==> src/rtl/fetch_queue.sv <==
// Instruction-fetch front end: owns the fetch PC, issues in-order word requests to
// instruction memory, buffers returned instructions with their PCs and hands them to decode.
module fetch_queue #(
  parameter int          DEPTH    = 4,
  parameter logic [31:0] RESET_PC = 32'h0000_0000
) (
  input  logic                     clk,
  input  logic                     rst,
  output logic                     imem_req_valid,
  input  logic                     imem_req_ready,
  output logic [31:0]              imem_req_addr,
  input  logic                     imem_resp_valid,
  input  logic [31:0]              imem_resp_data,
  input  logic                     redirect_valid,
  input  logic [31:0]              redirect_pc,
  output logic                     id_valid,
  input  logic                     id_ready,
  output logic [31:0]              id_pc,
  output logic [31:0]              id_pc4,
  output logic [31:0]              id_instr,
  output logic [$clog2(DEPTH):0]   occupancy
);

  localparam int AW = $clog2(DEPTH);
  localparam int CW = AW + 1;

  logic [31:0]   r_fetch_pc;
  logic [31:0]   r_resp_pc;
  logic [CW-1:0] r_count;
  logic [CW-1:0] r_outstanding;
  logic [CW-1:0] r_drop_cnt;
  logic [AW-1:0] r_wptr;
  logic [AW-1:0] r_rptr;
  logic [31:0]   r_pc_mem    [DEPTH];
  logic [31:0]   r_instr_mem [DEPTH];

  logic [CW+1:0] w_credits;
  logic          w_req_fire;
  logic          w_resp_drop;
  logic          w_resp_live;
  logic          w_resp_take;
  logic          w_push;
  logic          w_pop;
  logic [31:0]   w_head_pc;
  logic [31:0]   w_head_instr;

  // Every queue slot is reserved at request time, so a live response always finds room.
  assign w_credits      = {2'b00, r_count} + {2'b00, r_outstanding} + {2'b00, r_drop_cnt};
  assign imem_req_valid = !rst && !redirect_valid && (w_credits < (CW+2)'(DEPTH));
  assign imem_req_addr  = r_fetch_pc;
  assign w_req_fire     = imem_req_valid && imem_req_ready;

  assign w_resp_drop = imem_resp_valid && (r_drop_cnt != '0);
  assign w_resp_live = imem_resp_valid && (r_drop_cnt == '0) && (r_outstanding != '0);
  assign w_resp_take = w_resp_drop || w_resp_live;
  assign w_push      = w_resp_live && !redirect_valid;
  assign w_pop       = id_valid && id_ready;

  assign w_head_pc    = r_pc_mem[r_rptr];
  assign w_head_instr = r_instr_mem[r_rptr];
  assign id_valid     = (r_count != '0);
  assign id_pc        = id_valid ? w_head_pc : 32'h0;
  assign id_pc4       = id_valid ? (w_head_pc + 32'd4) : 32'h0;
  assign id_instr     = id_valid ? w_head_instr : 32'h0;
  assign occupancy    = r_count;

  always_ff @(posedge clk) begin
    if (rst) begin
      r_fetch_pc    <= RESET_PC;
      r_resp_pc     <= RESET_PC;
      r_count       <= '0;
      r_outstanding <= '0;
      r_drop_cnt    <= '0;
      r_wptr        <= '0;
      r_rptr        <= '0;
    end else if (redirect_valid) begin
      // In-flight requests become stale; a response landing now is one of them.
      r_fetch_pc    <= redirect_pc;
      r_resp_pc     <= redirect_pc;
      r_count       <= '0;
      r_wptr        <= '0;
      r_rptr        <= '0;
      r_drop_cnt    <= r_drop_cnt + r_outstanding - CW'(w_resp_take);
      r_outstanding <= '0;
    end else begin
      if (w_req_fire) r_fetch_pc <= r_fetch_pc + 32'd4;
      if (w_push) begin
        r_resp_pc <= r_resp_pc + 32'd4;
        r_wptr    <= r_wptr + AW'(1);
      end
      if (w_pop) r_rptr <= r_rptr + AW'(1);
      if (w_resp_drop) r_drop_cnt <= r_drop_cnt - CW'(1);
      r_count       <= r_count + CW'(w_push) - CW'(w_pop);
      r_outstanding <= r_outstanding + CW'(w_req_fire) - CW'(w_resp_live);
    end
  end

  always_ff @(posedge clk) begin
    if (w_push && !rst) begin
      r_pc_mem[r_wptr]    <= r_resp_pc;
      r_instr_mem[r_wptr] <= imem_resp_data;
    end
  end

endmodule

==> config.mk <==
export PLATFORM = sky130hd
export DESIGN_NAME = fetch_queue
export DESIGN_NICKNAME = d
export VERILOG_FILES = /design/src/rtl/fetch_queue.sv
export SDC_FILE = /design/constraint.sdc
export NUM_CORES = 1
export LEC_CHECK = 0
export CORE_UTILIZATION = 30
export DETAILED_ROUTE_END_ITERATION = 16
export PLACE_DENSITY_LB_ADDON = 0.12
export SLEW_MARGIN = 20
export SYNTH_ARGS = -nofsm -noshare
export SYNTH_HDL_FRONTEND = slang
export SYNTH_SLANG_ARGS = --single-unit
==> constraint.sdc <==
create_clock -name clk -period 5.5 [get_ports clk]
set_input_delay 1.1 -clock clk [delete_from_list [all_inputs] [get_ports clk]]
set_output_delay 1.1 -clock clk [all_outputs]
set_load 0.01 [all_outputs]
==> results by group, run 1 <==
Timing
  – Skew final: about 0.027 ns
  – Fin. Hold Viols: 0
  – Setup TNS: 0 ns
  – RSZ-0062 raised after global routing: false
  – Tmin final: just over 5 ns
  – Setup Viol. Count Final: 0
  – Max-Slew Margin vs Limit: 38.4%
  – Worst-Margin Slew: ~0.92 ns
  – Maximum clock rate: ~190 MHz
  – Tcrit/Tclk final: approximately 94%
  – Max Slew Vio Count: 0

Placed design
  – Placed cell areas: 17,800 µm²
  – Routability cong.: just under 0.8
  – Final HPWL DP: between 20,000 and 30,000 µm
  – IO Port Bufs: between 200 and 250

Global routing
  – Gr usage total: ~16%
  – Initial antenna violation count: 0
  – First-pass GRT wire length: around 62,000 µm
  – Total grt overflow: 0
  – Vias in the first global route: 9,997
  – Pin count of the biggest net entering global routing: 67

Yosys
  – Sequential-to-total area share from yosys stat: approximately 62%
  – Syn Nets: roughly 1,200
  – Ys flop type: edfxtp_1
  – Synth warn: 0
  – Yosys top cell by area: edfxtp_1
  – Yosys cell types: 67
  – EDFF count, synth: between 200 and 300
  – Syn avg cell area: approximately 14 µm²
  – Top post-synthesis cells by area: edfxtp_1 (51%), dfxtp_1 (11%), mux4_2 (9.4%), and2_1 (2.8%), nand2_1 (1.8%)
  – Cells after Synth: between 1,000 and 1,500
  – Asr flop ratio synth: 0%
  – Yosys top cell area share: between 50% and 60%
  – Yosys reg bits: 335
  – Mapped Area: 15,000 µm²

Clocking
  – CTS Buf Count: 39
  – CTS Hold Bufs: 0
  – H-tree depth: 2
  – CTS Root Buffer Type: clkbuf_16
  – Clk sinks: between 300 and 400
  – Worst-Skew Late Latency: 0.55 ns
  – Bufs on Longest Clock Path: 3
  – CTS resizes: 0
  – Setup repair bufs after CTS: 0
  – TritonCTS clock tree: yes
  – Clk slew on worst S/H paths: about 0.06 ns

Die
  – Die Height: between 200 and 250 µm
  – # rows: 81
  – Core area: 49,200 µm²
  – Die area: 51,000 µm²
  – Die width: 226 µm
  – Initial cell density of the core: between 30% and 40%
  – IO Count: 203

Critical path
  – Critical Path RT: between 4 and 5 ns
  – Worst path cell trace: buf_4, mux4_2, nand4_1, or4_1, or4_1, a21oi_1, clkdlybuf4s50_1
  – Critical Path Max Stage Delay: 0.78 ns
  – Delay-heaviest family, CP: simple AND/OR/NAND/NOR gates
  – Startpoint types: flop
  – Slowest stage cell on the critical path: or4_1
  – Crit path max fanout: 26
  – Buf/Inv on CP: 2
  – Critical Setup Path Class: reg -> out
  – Most used cell, CP: or4_1
  – Worst setup EP type: output pin
  – R2r startpoint: occupancy[1]
  – Crit path DAT: slightly above 4 ns

Power
  – P_leak: ~0.0061 µW
  – Reg power frac: approximately 50%
  – Clock power frac: roughly 43%
  – Cell Pwr Density: around 300 nW/µm²
  – Total internal power: roughly 4500 µW
  – Sw frac: a little under a quarter
  – Combinational power share: a little under 8%
  – Sw power: 1300 µW
  – VDD IR max: about 0.18 mV

Drt
  – Drt pass-1 iters: 5
  – Iteration-0 DRC count of the detailed router: 522
  – Post-Route M1 WL: 18,800 µm
  – Detail Route Antenna Nets: 0
  – Final WL: about 41,000 µm
  – Top routing layer in use: met4
  – DR vias/cell: 4.97
  – DR vias: between 9,000 and 10,000
  – WL met2: between 15,000 and 20,000 µm
  – Remaining DRCs: 0
  – Met3 Routed Length: about 2300 µm
  – Drt wl/cell: 20.4 µm

Hold path
  – Min-Delay Path Class: reg -> reg
  – Hold_sp: imem_req_addr[0]

Job
  – Number of max-cap violations: 0

Run status
  – Status: complete, no violations

Final layout
  – Area of the multi-input gates: 5340 µm²
  – Share of post-route cells with drive strength above 1: between 10 and 15%
  – Commonest cells after routing, fill and taps aside: edfxtp_1 (256), clkdlybuf4s50_1 (200), dfxtp_1 (77), nand2_1 (73), and2_1 (68)
  – Register area: around 9300 µm²
  – Final instance area: approximately 19,000 µm²
  – Fin nets: around 1,400
  – Area growth syn-to-layout: 26.8%
  – Final Util: roughly two fifths
  – FILL cells: roughly 4,600
  – Ant. Diodes: 0
  – Most common cell after layout, fill and taps aside: edfxtp_1
-- cell usage after synthesis (all sizes together) (4+ instances only) --
cell type / n
nor2: 63
a211oi: 4
nor3: 13
or3: 9
mux2: 8
and2: 68
or2: 5
inv: 43
nor4: 15
o311ai: 5
a21oi: 38
mux4: 64
o31a: 9
and3: 14
nand2: 73
a311oi: 4
o31ai: 11
clkbuf: 39
o311a: 4
dfxtp: 79
nand4: 22
a221oi: 8
and4: 8
o21ai: 21
a21boi: 6
ha: 18
or4: 15
buf: 21
o21a: 9
a31oi: 10
o2111ai: 6
mux2i: 16
edfxtp: 256
nand3: 35
fa: 6
xnor2: 31
-- per-layer routing --
metal | vias to the layer above | track usage, %
met5 | - | 0
met4 | 0 | 5.27
met3 | 58 | 3.43
met2 | 265 | 25.1
met1 | 4936 | 22.0
li1 | 4650 | -
-- stage by stage --
stage                     instances  power (µW)  setup slack [ns]  hold slack [ns]
after floorplan                1095        3130              1.41            0.460
after global placement         1926        3340             0.864            0.452
after detailed placement       1926        3340             0.845            0.453
after CTS                      1995        5840             0.236            0.464
after global routing           1995        5980            0.0902            0.488
final                          1995        5750             0.318            0.457
-- power by group through the flow --
stage,Combinational (µW),Clock (µW),Sequential [µW]
finish,452,2470,2840
global placement,452,0,2890
global route,504,2630,2850
CTS,459,2540,2840
detailed placement,454,0,2890
floorplan,256,0,2870
-- worst register-to-register path, stage by stage (launching register included) --
cell	delay (ns)
dfxtp_1	0.44
inv_1	0.13
fa_1	0.51
nor2_1	0.15
fa_1	0.44
a21oi_1	0.15
and3_1	0.37
o21a_1	0.21
inv_2	0.20
ha_1	0.34
inv_1	0.05
ha_1	0.13
inv_1	0.05
fa_1	0.37
xnor2_1	0.18
xnor2_1	0.14
nor2_1	0.05
-- path summary, 6_finish.rpt --
check,slack [ns],endpoint,cells past startpoint
hold reg to reg,0.46,imem_req_addr[0],2
setup / recovery,0.32,id_pc4[30],7
hold / removal,0.46,imem_req_addr[0],2
setup reg to reg,1.46,r_outstanding[2],16
-- cell families (layout without fill, tap and decap cells) --
| family | after synthesis | in the layout | share of synthesized area [%] |
|---|---|---|---|
| DFF | 335 | 335 | 61.7 |
| muxes | 88 | 88 | 11.3 |
| AOI/OAI and AO/OA | 160 | 160 | 7.44 |
| buffers and inverters | 103 | 339 | 2.80 |
| and+or+nand+nor | 351 | 351 | 12.5 |
| xor gates and xnor gates | 34 | 34 | 1.98 |
| adders and majority gates | 24 | 24 | 2.30 |
-- state kept, by name (all words and copies together), names as in the netlist, named ones only --
register       cells
imem_req_addr     32
occupancy          3
r_drop_cnt         3
r_instr_mem      128
r_outstanding      3
r_pc_mem         128
r_resp_pc         32
r_rptr             2
r_wptr             2
-- layout make-up --
cell class	count	area share, %
clock buffers	55	5.66
flip-flops and latches	335	48.7
inverters	43	0.848
multi-input cells	657	28.1
clock inverters	14	0.690
repair buffers	227	11.7
well taps	664	4.36
No activity file was read; power rests on OpenSTA's default activity.
==> run 2: changes to the inputs <==
- PLACE_DENSITY_LB_ADDON: 0.12 -> 0.25
==> results by group, run 2 (synthesis results as in run 1) <==
Placed design
  – IO Port Bufs: 202 (unchanged)
  – Final HPWL DP: 26,600 µm (-3.2%)
  – Routability cong.: 0.789 (-0.38%)
  – Placed cell areas: 17,800 µm² (about the same)

Clocking
  – CTS Hold Bufs: 0 (unchanged)
  – Bufs on Longest Clock Path: 3 (unchanged)
  – TritonCTS clock tree: yes
  – Clk slew on worst S/H paths: 0.06 ns (about the same)
  – Setup repair bufs after CTS: 0 (unchanged)
  – Clk sinks: 335 (unchanged)
  – Worst-Skew Late Latency: 0.53 ns (-0.02 ns)
  – H-tree depth: 2 (unchanged)
  – CTS Buf Count: 38 (-2.6%)
  – CTS Root Buffer Type: clkbuf_16
  – CTS resizes: 0 (unchanged)

Drt
  – Iteration-0 DRC count of the detailed router: 595 (+14%)
  – DR vias/cell: 5.02 (+0.98%)
  – Final WL: 39,700 µm (-2.4%)
  – Detail Route Antenna Nets: 0 (unchanged)
  – Drt pass-1 iters: 5 (unchanged)
  – Remaining DRCs: 0 (unchanged)
  – DR vias: 9,991 (+0.83%)
  – Drt wl/cell: 19.9 µm (-2.2%)

Critical path
  – R2r setup slk: 1.21 ns (-0.25 ns)
  – Critical R2R Capture: r_outstanding[2]
  – Crit path max fanout: 25 (-3.8%)
  – Critical Path RT: 4.40 ns (about the same)
  – Critical Setup Path Class: reg -> out
  – Worst setup EP type: output pin
  – R2r startpoint: occupancy[1]
  – Crit path DAT: 4.04 ns (-0.04 ns)
  – Worst reg2reg path depth: 17 (+1)
  – Startpoint types: flop

Power
  – Tot Pwr: 5810 µW (+0.90%)
  – Sw power: 1310 µW (+0.66%)
  – Reg power frac: 48.9% (-0.4 points)
  – Clock power frac: 43.3% (+0.4 points)
  – Cell Pwr Density: 304 nW/µm² (+0.77%)
  – Sw frac: 22.5% (-0.052 points)
  – VDD IR max: 0.175 mV (-2.3%)
  – Total internal power: 4500 µW (+0.97%)
  – Combinational power share: 7.8% (about the same)
  – P_leak: 0.00606 µW (-0.24%)

Timing
  – Worst-Margin Slew: 0.887 ns (-0.0371 ns)
  – Setup TNS: 0 ns (unchanged)
  – RSZ-0062 raised after global routing: false
  – Max Slew Vio Count: 0 (unchanged)
  – Setup Viol. Count Final: 0 (unchanged)
  – Skew final: 0.0152 ns (-0.0118 ns)
  – Tcrit/Tclk final: 93.4% (-0.80 points)
  – Max-Slew Margin vs Limit: 40.8% (+2.4 points)
  – Tmin final: 5.14 ns (-0.0439 ns)
  – Fin. Hold Viols: 0 (unchanged)
  – Maximum clock rate: 195 MHz (+0.86%)

Run status
  – Status: complete, no violations

Global routing
  – Initial antenna violation count: 1 (+1)
  – Total grt overflow: 0 (unchanged)
  – Vias in the first global route: 10,100 (+0.72%)
  – Gr usage total: 15.5% (-0.50 points)
  – Pin count of the biggest net entering global routing: 67 (unchanged)
  – First-pass GRT wire length: 60,200 µm (-2.5%)

Die
  – IO Count: 203 (unchanged)
  – Die Height: 226 µm (unchanged)
  – # rows: 81 (unchanged)
  – Initial cell density of the core: 30.6% (unchanged)
  – Die area: 51,000 µm² (unchanged)
  – Core area: 49,200 µm² (unchanged)
  – Die width: 226 µm (unchanged)

Final layout
  – FILL cells: 4,625 (+0.22%)
  – Ant. Diodes: 0 (unchanged)
  – Regs by FF count: r_instr_mem (128), r_pc_mem (128)
  – Share of post-route cells with drive strength above 1: 12.3% (-0.20 points)
  – Area growth syn-to-layout: 26.9%
  – Final instance area: 19,100 µm² (+0.13%)
  – Commonest cells after routing, fill and taps aside: edfxtp_1 (256), clkdlybuf4s50_1 (200), dfxtp_1 (77), nand2_1 (73), and2_1 (68)
  – Most common cell after layout, fill and taps aside: edfxtp_1
  – Fin nets: 1,394 (-0.21%)

Hold path
  – Min-Delay Path Class: reg -> reg
  – Worst Hold Depth: 2 (unchanged)
  – WHS Endpoint: imem_req_addr[0]
  – Hold_sp: imem_req_addr[0]

Job
  – Number of max-cap violations: 0 (unchanged)
## run 2: changes by cell type in the layout (fill, tap and decap cells not counted)
cell	delta
inv_8	+1
bufinv_16	+1
clkinvlp_4	+3
inv_2	-1
clkinv_4	+1
buf_12	+1
clkinv_2	-5
clkinv_1	+4
clkinv_8	-1
clkbuf_1	-4
buf_4	-3
## run 2: final cells by class
class	count	area, µm²	share of cell area, %
Clock buffer	51	1060	5.57
Clock inverter	17	174	0.912
Inverter	43	161	0.846
Multi-Input combinational cell	657	5340	28.0
Sequential cell	335	9280	48.6
Tap cell	664	831	4.36
Timing Repair Buffer	225	2220	11.7
## run 2: critical path, cell delays in order, from the launching register on
cell	delay, ns
dfxtp_4	0.66
mux4_2	0.38
ha_1	0.21
nand2_1	0.18
or4_1	0.76
or4_1	0.60
a21oi_1	0.16
clkdlybuf4s50_1	0.55
## run 2: per-stage QoR
step                      util, %  cells  worst slack, ns  hold slack (ns)
final                        38.8   1992            0.362            0.463
after global routing         38.8   1992           0.0919            0.476
after CTS                    38.8   1992            0.248            0.460
after detailed placement     36.3   1924            0.841            0.449
after global placement       36.3   1924            0.887            0.450
after floorplan                 -   1095             1.41            0.460
## run 2: power by group through the flow
stage	combinational, µW	clock (µW)	sequential (µW)
after floorplan	256	0	2870
after global placement	447	0	2890
after detailed placement	456	0	2890
after CTS	463	2580	2840
after global routing	503	2670	2840
final	455	2510	2840
## run 2: routing by layer
metal | up-vias | global-route usage, % | part of all wire (%)
met5 | - | 0 | 0.033
met4 | 2 | 4.98 | 2.3
met3 | 51 | 3.16 | 5.9
met1 | 4965 | 21.6 | 47
met2 | 315 | 24.1 | 45
li1 | 4658 | - | -
## run 2: worst max path at each step
stage / startpoint / to / slack, ns / depth (start not counted)
floorplan: occupancy[1] / r_outstanding[2] / 1.41 / 19
global placement: flop / id_pc4[28] / 0.89 / 7
detailed placement: flop / id_pc4[28] / 0.84 / 7
CTS: flop / id_pc4[28] / 0.25 / 7
global route: flop / id_pc4[28] / 0.09 / 7
finish: flop / id_pc4[28] / 0.36 / 7
==> run 3: changes to the inputs <==
- TNS_END_PERCENT: default -> 30
==> results of run 3 <==
Same layout as run 2: the final DEF is identical, and so are final timing and power.
